`src/rtl/cpu6_mret_if.sv`:
```
// Bus between the core pipeline/CSR file and the trap-return unit.
// Handshake: decode raises mret_valid and holds it until mret_ack (or a flush); ack is a 1-cycle pulse.
interface cpu6_mret_if #(
  parameter int XLEN = 32
);
  logic            mret_valid;
  logic            mret_ack;
  logic            ret_busy;
  logic            lsu_busy;
  logic            excp_flush_pc_ena;
  logic [XLEN-1:0] csr_mepc;
  logic            csr_mstatus_mpie;
  logic            ret_flush_pc_ena;
  logic [XLEN-1:0] ret_flush_pc;
  logic            mstatus_ena;
  logic            mstatus_mie_wdata;
  logic            mstatus_mpie_wdata;
  logic            ret_drain_timeout;

  // Core side: issues the MRET, reports memory/exception status, supplies CSR values
  modport master (
    output mret_valid, lsu_busy, excp_flush_pc_ena, csr_mepc, csr_mstatus_mpie,
    input  mret_ack, ret_busy, ret_flush_pc_ena, ret_flush_pc,
           mstatus_ena, mstatus_mie_wdata, mstatus_mpie_wdata, ret_drain_timeout
  );

  modport slave (
    input  mret_valid, lsu_busy, excp_flush_pc_ena, csr_mepc, csr_mstatus_mpie,
    output mret_ack, ret_busy, ret_flush_pc_ena, ret_flush_pc,
           mstatus_ena, mstatus_mie_wdata, mstatus_mpie_wdata, ret_drain_timeout
  );
endinterface

```
`src/rtl/cpu6_mret.sv`:
```
// Trap-return unit: drains memory ops after an MRET, then redirects fetch to mepc
// and restores MIE from MPIE. A same-cycle exception always wins.
module cpu6_mret #(
  parameter int XLEN          = 32,
  parameter int DRAIN_TIMEOUT = 64
) (
  input  logic       clk,
  input  logic       reset,
  cpu6_mret_if.slave bus,
  output logic [1:0] dbg_state
);

  localparam int CW = $clog2(DRAIN_TIMEOUT + 1);
  localparam logic [CW-1:0] CNT_MAX  = CW'(DRAIN_TIMEOUT);
  localparam logic [CW-1:0] CNT_LAST = CW'(DRAIN_TIMEOUT - 1);

  typedef enum logic [1:0] {
    IDLE  = 2'd0,
    DRAIN = 2'd1,
    FLUSH = 2'd2
  } state_t;

  state_t          state;
  logic [CW-1:0]   drain_cnt;
  logic [XLEN-1:0] mepc_q;
  logic            timeout_q;
  logic            fire;

  always_ff @(posedge clk or negedge reset) begin
    if (!reset) begin
      state     <= IDLE;
      drain_cnt <= '0;
      mepc_q    <= '0;
      timeout_q <= 1'b0;
    end else begin
      timeout_q <= 1'b0;
      case (state)
        IDLE: begin
          if (bus.mret_valid && !bus.excp_flush_pc_ena) begin
            state     <= DRAIN;
            drain_cnt <= '0;
          end
        end
        DRAIN: begin
          if (drain_cnt != CNT_MAX) drain_cnt <= drain_cnt + 1'b1;
          // mepc is sampled on exit so a CSR write that lands during the drain is seen
          if (bus.excp_flush_pc_ena) begin
            state <= IDLE;
          end else if (!bus.mret_valid) begin
            state <= IDLE;
          end else if (!bus.lsu_busy) begin
            state  <= FLUSH;
            mepc_q <= bus.csr_mepc & ~XLEN'(3);
          end else if (drain_cnt == CNT_LAST) begin
            state     <= FLUSH;
            mepc_q    <= bus.csr_mepc & ~XLEN'(3);
            timeout_q <= 1'b1;
          end
        end
        FLUSH:   state <= IDLE;
        default: state <= IDLE;
      endcase
    end
  end

  // The only cycle that commits the return; an exception this cycle cancels it
  assign fire = (state == FLUSH) && !bus.excp_flush_pc_ena;

  assign bus.ret_busy           = (state != IDLE);
  assign bus.ret_flush_pc_ena   = fire;
  assign bus.ret_flush_pc       = mepc_q;
  assign bus.mret_ack           = fire;
  assign bus.mstatus_ena        = fire;
  assign bus.mstatus_mie_wdata  = fire & bus.csr_mstatus_mpie;
  assign bus.mstatus_mpie_wdata = fire;
  assign bus.ret_drain_timeout  = timeout_q;
  assign dbg_state              = state;

endmodule

```
`src/flat_wrapper.sv`:
```
// flat-port wrapper written by rule: the top's interface ports become plain ports
module cpu6_mret_flat 
#(
  parameter int XLEN          = 32,
  parameter int DRAIN_TIMEOUT = 64
)
  (clk, reset, dbg_state, bus_mret_valid, bus_lsu_busy, bus_excp_flush_pc_ena, bus_csr_mepc, bus_csr_mstatus_mpie, bus_mret_ack, bus_ret_busy, bus_ret_flush_pc_ena, bus_ret_flush_pc, bus_mstatus_ena, bus_mstatus_mie_wdata, bus_mstatus_mpie_wdata, bus_ret_drain_timeout);
  cpu6_mret_if #(.XLEN(XLEN)) bus_i ();
  input  logic clk;
  input  logic reset;
  output logic [1:0] dbg_state;
  input wire logic [$bits(bus_i.mret_valid)-1:0] bus_mret_valid;
  input wire logic [$bits(bus_i.lsu_busy)-1:0] bus_lsu_busy;
  input wire logic [$bits(bus_i.excp_flush_pc_ena)-1:0] bus_excp_flush_pc_ena;
  input wire logic [$bits(bus_i.csr_mepc)-1:0] bus_csr_mepc;
  input wire logic [$bits(bus_i.csr_mstatus_mpie)-1:0] bus_csr_mstatus_mpie;
  output wire logic [$bits(bus_i.mret_ack)-1:0] bus_mret_ack;
  output wire logic [$bits(bus_i.ret_busy)-1:0] bus_ret_busy;
  output wire logic [$bits(bus_i.ret_flush_pc_ena)-1:0] bus_ret_flush_pc_ena;
  output wire logic [$bits(bus_i.ret_flush_pc)-1:0] bus_ret_flush_pc;
  output wire logic [$bits(bus_i.mstatus_ena)-1:0] bus_mstatus_ena;
  output wire logic [$bits(bus_i.mstatus_mie_wdata)-1:0] bus_mstatus_mie_wdata;
  output wire logic [$bits(bus_i.mstatus_mpie_wdata)-1:0] bus_mstatus_mpie_wdata;
  output wire logic [$bits(bus_i.ret_drain_timeout)-1:0] bus_ret_drain_timeout;
  assign bus_i.mret_valid = bus_mret_valid;
  assign bus_i.lsu_busy = bus_lsu_busy;
  assign bus_i.excp_flush_pc_ena = bus_excp_flush_pc_ena;
  assign bus_i.csr_mepc = bus_csr_mepc;
  assign bus_i.csr_mstatus_mpie = bus_csr_mstatus_mpie;
  assign bus_mret_ack = bus_i.mret_ack;
  assign bus_ret_busy = bus_i.ret_busy;
  assign bus_ret_flush_pc_ena = bus_i.ret_flush_pc_ena;
  assign bus_ret_flush_pc = bus_i.ret_flush_pc;
  assign bus_mstatus_ena = bus_i.mstatus_ena;
  assign bus_mstatus_mie_wdata = bus_i.mstatus_mie_wdata;
  assign bus_mstatus_mpie_wdata = bus_i.mstatus_mpie_wdata;
  assign bus_ret_drain_timeout = bus_i.ret_drain_timeout;
  cpu6_mret #(.XLEN(XLEN), .DRAIN_TIMEOUT(DRAIN_TIMEOUT)) u_core (.clk(clk), .reset(reset), .bus(bus_i), .dbg_state(dbg_state));
endmodule
```
`config.mk`:
```
export PLATFORM = sky130hd
export DESIGN_NAME = cpu6_mret_flat
export DESIGN_NICKNAME = d
export VERILOG_FILES = /design/src/rtl/cpu6_mret_if.sv /design/src/rtl/cpu6_mret.sv /design/src/flat_wrapper.sv
export SDC_FILE = /design/constraint.sdc
export NUM_CORES = 1
export LEC_CHECK = 0
export BUFFER_PORTS_ARGS = -buffer_cell sky130_fd_sc_hd__buf_2
export CORE_ASPECT_RATIO = 0.9
export CORE_UTILIZATION = 50
export CTS_BUF_LIST = sky130_fd_sc_hd__clkbuf_8
export DETAILED_ROUTE_END_ITERATION = 10
export PLACE_DENSITY_LB_ADDON = 0.15
export SKIP_CTS_REPAIR_TIMING = 1
export SYNTH_ARGS = -nofsm -noshare
export SYNTH_HDL_FRONTEND = slang
export SYNTH_SLANG_ARGS = --single-unit
```
`constraint.sdc`:
```
create_clock -name clk -period 3.6 [get_ports clk]
set_input_delay 0.54 -clock clk [delete_from_list [all_inputs] [get_ports clk]]
set_output_delay 0.54 -clock clk [all_outputs]
set_load 0.02 [all_outputs]
```
After elaboration in Yosys (flattened, before gate mapping)
Cells that the tools add are included.
{"block": "classes", "reduce_logical": 9, "n_addsub": 1, "n_mux": 16, "eq_ne": 8, "bitwise_logic": 2}
{"operator": "$mux W32", "count": 2}
{"operator": "$mux W7", "count": 2}
{"operator": "$pmux W7 S2", "count": 1}
{"operator": "$mux W2", "count": 5}
{"operator": "$add A7 B1 Y7 const B", "count": 1}
{"operator": "$eq A7 B6 Y1 const B", "count": 1}
{"operator": "$ne A7 B7 Y1 const B", "count": 1}
{"operator": "$ne A2 B1 Y1 const B", "count": 3}
{"operator": "$mux W1", "count": 5}
{"operator": "$ne A5 B4 Y1 const B", "count": 1}
{"operator": "$pmux W2 S2", "count": 1}
{"operator": "$reduce_and A4 Y1", "count": 1}
{"operator": "$reduce_bool A2 Y1", "count": 2}
{"operator": "$reduce_and A3 Y1", "count": 1}
{"operator": "$eq A2 B1 Y1 const B", "count": 1}
{"operator": "$eq A2 B2 Y1 const B", "count": 1}
{"operator": "$logic_and A1 B1 Y1", "count": 2}
{"operator": "$logic_not A2 Y1", "count": 1}
{"operator": "$reduce_and A2 Y1", "count": 1}
{"operator": "$and A1 B1 Y1", "count": 1}
{"operator": "$logic_not A1 Y1", "count": 1}
{"operator": "$not A1 Y1", "count": 1}
{"block": "word_totals", "output_inout_bits": 41, "regBits": 42}

Depth between registers and ports, before layout
{"block": "depth", "depth_word": 6, "depth_mapped": 6, "depth_no_buf": 6}

Worst setup path after synthesis
Ideal clock, no wire load.
{"block": "synth_path", "path_kind": "flip-flop to output port", "start": "register u_core.state[1] (netlist: u_core.dbg_state[1])", "end": "output bus_mstatus_mie_wdata", "n_path_buf": 0, "required_ps": 3060, "stages_incl_launch_ff": 3, "slack_ps": 1427, "arrival_ps": 1633, "path_cell_list": "dfrtp_1 nor3b_1 and2_1"}
{"block": "synth_between", "elab_chain_len": 3}
{"element": "start: declaration", "line": "cpu6_mret.sv:23", "text": "state_t state;"}
{"element": "start signal: assignment", "line": "cpu6_mret.sv:31", "text": "state <= IDLE;"}
{"element": "start signal: assignment", "line": "cpu6_mret.sv:40", "text": "state <= DRAIN;"}
{"element": "start signal: assignment", "line": "cpu6_mret.sv:48", "text": "state <= IDLE;"}
{"element": "$eq A2 B2 Y1", "line": "cpu6_mret.sv:67", "text": "assign fire = (state == FLUSH) && !bus.excp_flush_pc_ena;"}
{"element": "$logic_and A1 B1 Y1", "line": "cpu6_mret.sv:67"}
{"element": "named net bus_mret_ack", "line": "flat_wrapper.sv:17", "text": "output wire logic [$bits(bus_i.mret_ack)-1:0] bus_mret_ack;"}
{"element": "$and A1 B1 Y1", "line": "cpu6_mret.sv:74", "text": "assign bus.mstatus_mie_wdata = fire & bus.csr_mstatus_mpie;"}
{"element": "end: declaration", "line": "flat_wrapper.sv:22", "text": "output wire logic [$bits(bus_i.mstatus_mie_wdata)-1:0] bus_mstatus_mie_wdata;"}
The timed path passes the listed nets, and every way through them passes these cells.

Worst setup path in the final report
{"block": "layout_path", "start": "register u_core.drain_cnt[1]", "end": "register u_core.mepc_q[8] (netlist: u_core.bus.ret_flush_pc[8])"}
{"block": "layout_between", "elab_chain_len": 3}
{"element": "start: declaration", "line": "cpu6_mret.sv:24", "text": "logic [CW-1:0] drain_cnt;"}
{"element": "start signal: assignment", "line": "cpu6_mret.sv:45", "text": "if (drain_cnt != CNT_MAX) drain_cnt <= drain_cnt + 1'b1;"}
{"element": "$eq A7 B6 Y1", "line": "cpu6_mret.sv:54", "text": "end else if (drain_cnt == CNT_LAST) begin"}
{"element": "$ne A2 B1 Y1 (no line)"}
{"element": "$reduce_and A4 Y1 (no line)"}
{"element": "end signal: assignment", "line": "cpu6_mret.sv:53", "text": "mepc_q <= bus.csr_mepc & ~XLEN'(3);"}
{"element": "end signal: assignment", "line": "cpu6_mret.sv:56", "text": "mepc_q <= bus.csr_mepc & ~XLEN'(3);"}
{"element": "end: declaration", "line": "cpu6_mret.sv:25", "text": "logic [XLEN-1:0] mepc_q;"}
Every way passes these cells.
A chain may end at the register's enable or synchronous reset.

==> results.cfg <==
[floorplan]
die_w_um = 66.06
die-area_um2 = 3941
core_um2 = 3453
rows = 20
io_pins = 79
initial_utilization = 0.5348
die_h_um = 59.66

[placement]
numPortBuffers = 74
placed_area_um2 = 2205
place_hpwl_mm = 2.495
gp_congestion = 0.7536
dp_cells = 239

[worst_setup_path]
crit_type = flop to flop
critPathMaxStageDelay_ns = 0.59
critPathArrivalTime_ns = 2.51
crit_fanout = 31
path_cells = ha_1 > nand3_2 > o31ai_4 > nand2_2 > mux2_4
r2r-start = u_core.drain_cnt[1]
cp-startpoint = u_core.drain_cnt[1]
crit_required_ns = 3.77
cp_slowest_cell = nand2_2
cp-end-kind = flop
worst_setup_path_start_kind = flop

[cts]
cts_tree = done
cts_made_buffers = 5
cts.sinks = 40
clk_pin_slew_worst_paths_ns = 0.08
htreeDepth = 2
cts_root_buf = clkbuf_8
cts_buffer_depth = 2
insertion_delay_ns = 0.29

[detailed_routing]
drc = 0
wl_per_cell_um = 13.99
antenna_left = 0
vias = 1255
drt-pass1-iter-count = 4
vias_per_cell = 5.081
wl_mm = 3.456
drtIter0Drc = 40

[timing]
finalHoldViolations = 0
relSlewSlack = 0.3382
rsz0062_at_grt = false
finalSetupViolCount = 0
tightest_slew_ns = 0.9892
finalMaxSlewViolations = 0
fmax_ghz = 0.4266
setup_tns_ns = 0
fin_worst_skew_ns = 0.006616
period_share = 0.6512
min_period_ns = 2.344

[pwr]
power_frac_clock = 0.279
power.total_uw = 1351
leakage_uw = 0.001303
swShare = 0.2950
p_int_uw = 952.2
comb_power_share = 0.287
peakVddDrop_mv = 0.3722
seqPwrFrac = 0.434
power_density_nw_per_um2 = 580.6
p_switching_uw = 398.4

[global_route]
grt_pass1_vias = 1191
antenna_found_initial = 0
grt_max_degree = 41
grt_usage = 0.1913
grt_pass1_wl_mm = 5.526
grt_overflow = 0

[yosys]
synth_area_per_cell_um2 = 14.43
synth_ff_type = dfrtp_1
synth_cells = 128
ys_types = 30
ys_seq_elements = 40
synthesis.area_um2 = 1847
synthArstFlopShare = 1.000
synth_edf_count = 0
yosys_warnings = 0
ys_seq_area_frac = 0.5420

[cells_and_area]
area_delta_synth_final_pct = 25.95
post-route-util = 0.6736
diodes = 0
final_nets = 242
drive_gt1_frac = 0.5813
fin_cells = 247
final_cell_area_um2 = 2326

[worst_hold_path]
hp-class = primary input to asynchronous set/reset pin

[job]
cap_violations = 0

[run_status]
outcome = completed
-- logic make-up after synthesis --
group,after synthesis,share of synthesized area
buf+inv,12,0.04675
other cells,1,0.002031
fa+ha+maj,2,0.01355
compound gates,12,0.05216
xor+xnor,2,0.009487
flops,40,0.5420
simple gates,28,0.08673
mux,31,0.2473
-- critical path: cells and delay by family (launching register included) --
| kind | cells | cell delay, ns |
|---|---|---|
| fa+ha+maj | 1 | 0.23 |
| compound gates | 1 | 0.30 |
| flops | 1 | 0.40 |
| simple gates | 2 | 0.75 |
| mux | 1 | 0.52 |
-- worst paths after layout --
check	end	slack, ns	depth (start not counted)
max in group asynchronous	u_core.bus.ret_flush_pc[5]	2.71	1
worst max register to register	u_core.bus.ret_flush_pc[8]	1.26	5
worst min-delay path	u_core.bus.ret_flush_pc[29]	0.36	1
worst min register to register	u_core.bus.ret_flush_pc[5]	0.51	1
min in group clk	u_core.bus.ret_flush_pc[16]	0.48	2
worst max-delay path	u_core.bus.ret_flush_pc[8]	1.26	5
-- flip-flops by register name, summed over array words and instances (netlist names) --
name and count:
u_core.bus.ret_flush_pc 30, u_core.drain_cnt 7, u_core.dbg_state 2, u_core.bus.ret_drain_timeout 1
-- cells in the mapped netlist, types with 2 or more instances --
master	n	area [um2]
ha_1	2	25.02
xor2_1	2	17.52
a21o_1	3	22.52
nor4_1	2	12.51
nand2_1	6	22.52
mux2_4	29	435.4
buf_6	3	33.78
o21ai_0	5	25.02
nor2_1	2	7.510
inv_1	4	15.01
nand2b_1	2	12.51
nand3_1	6	30.03
dfrtp_1	40	1001
buf_4	5	37.54
nor3b_1	2	15.01
-- cell type report --
type	count	area, um2
fill	263	1127
sequential	40	1001
multi-input combinational	77	763.2
timing repair buffer	74	370.4
clock buffer	6	82.58
tap	44	55.05
clock inverter	2	38.79
inverter	4	15.01
-- per-stage QoR --
step	worst slack, ns	hold WS, ns
after floorplan	1.427	0.2444
after global placement	1.312	0.4852
after detailed placement	1.246	0.4888
after CTS	1.225	0.3874
after global routing	1.143	0.4333
final	1.256	0.3551
-- power groups by stage --
stage	Sequential (uW)	Clock (uW)	Combinational, uW
finish	586	377	387
global route	597	407	414
CTS	586	386	393
detailed placement	593	0	391
global placement	586	0	385
floorplan	700	0	146
-- metal layers --
metal,track usage,share of wire,routed length [um]
met1,0.2396,0.44,1537
met2,0.3251,0.48,1653
met3,0.04962,0.068,234
met4,0.06383,0.0087,30
met5,0,0,0
-- layout by cell type, fill, tap and decap left out --
cell type / Yosys / routed
a211oi_1: 1 / 1
a21o_1: 3 / 3
a221oi_2: 1 / 1
and2_1: 1 / 1
and3_1: 1 / 1
and4bb_2: 1 / 1
buf_2: 0 / 74
bufinv_16: 0 / 1
clkbuf_8: 0 / 6
clkinv_4: 0 / 1
conb_1: 1 / 2
dfrtp_1: 40 / 40
ha_1: 2 / 2
inv_1: 4 / 4
mux2_2: 1 / 1
mux2_4: 29 / 29
mux2i_1: 1 / 1
nand2_1: 6 / 6
nand2_2: 1 / 1
nand2b_1: 2 / 2
nand3_1: 6 / 6
nand3_2: 1 / 1
nor2_1: 2 / 2
nor2b_1: 1 / 1
nor3b_1: 2 / 2
nor4_1: 2 / 2
o21ai_0: 5 / 5
o21ai_1: 1 / 1
o31ai_4: 1 / 1
or2_2: 1 / 1
or3_1: 1 / 1
xor2_1: 2 / 2
No activity file was read; power rests on OpenSTA's default activity.
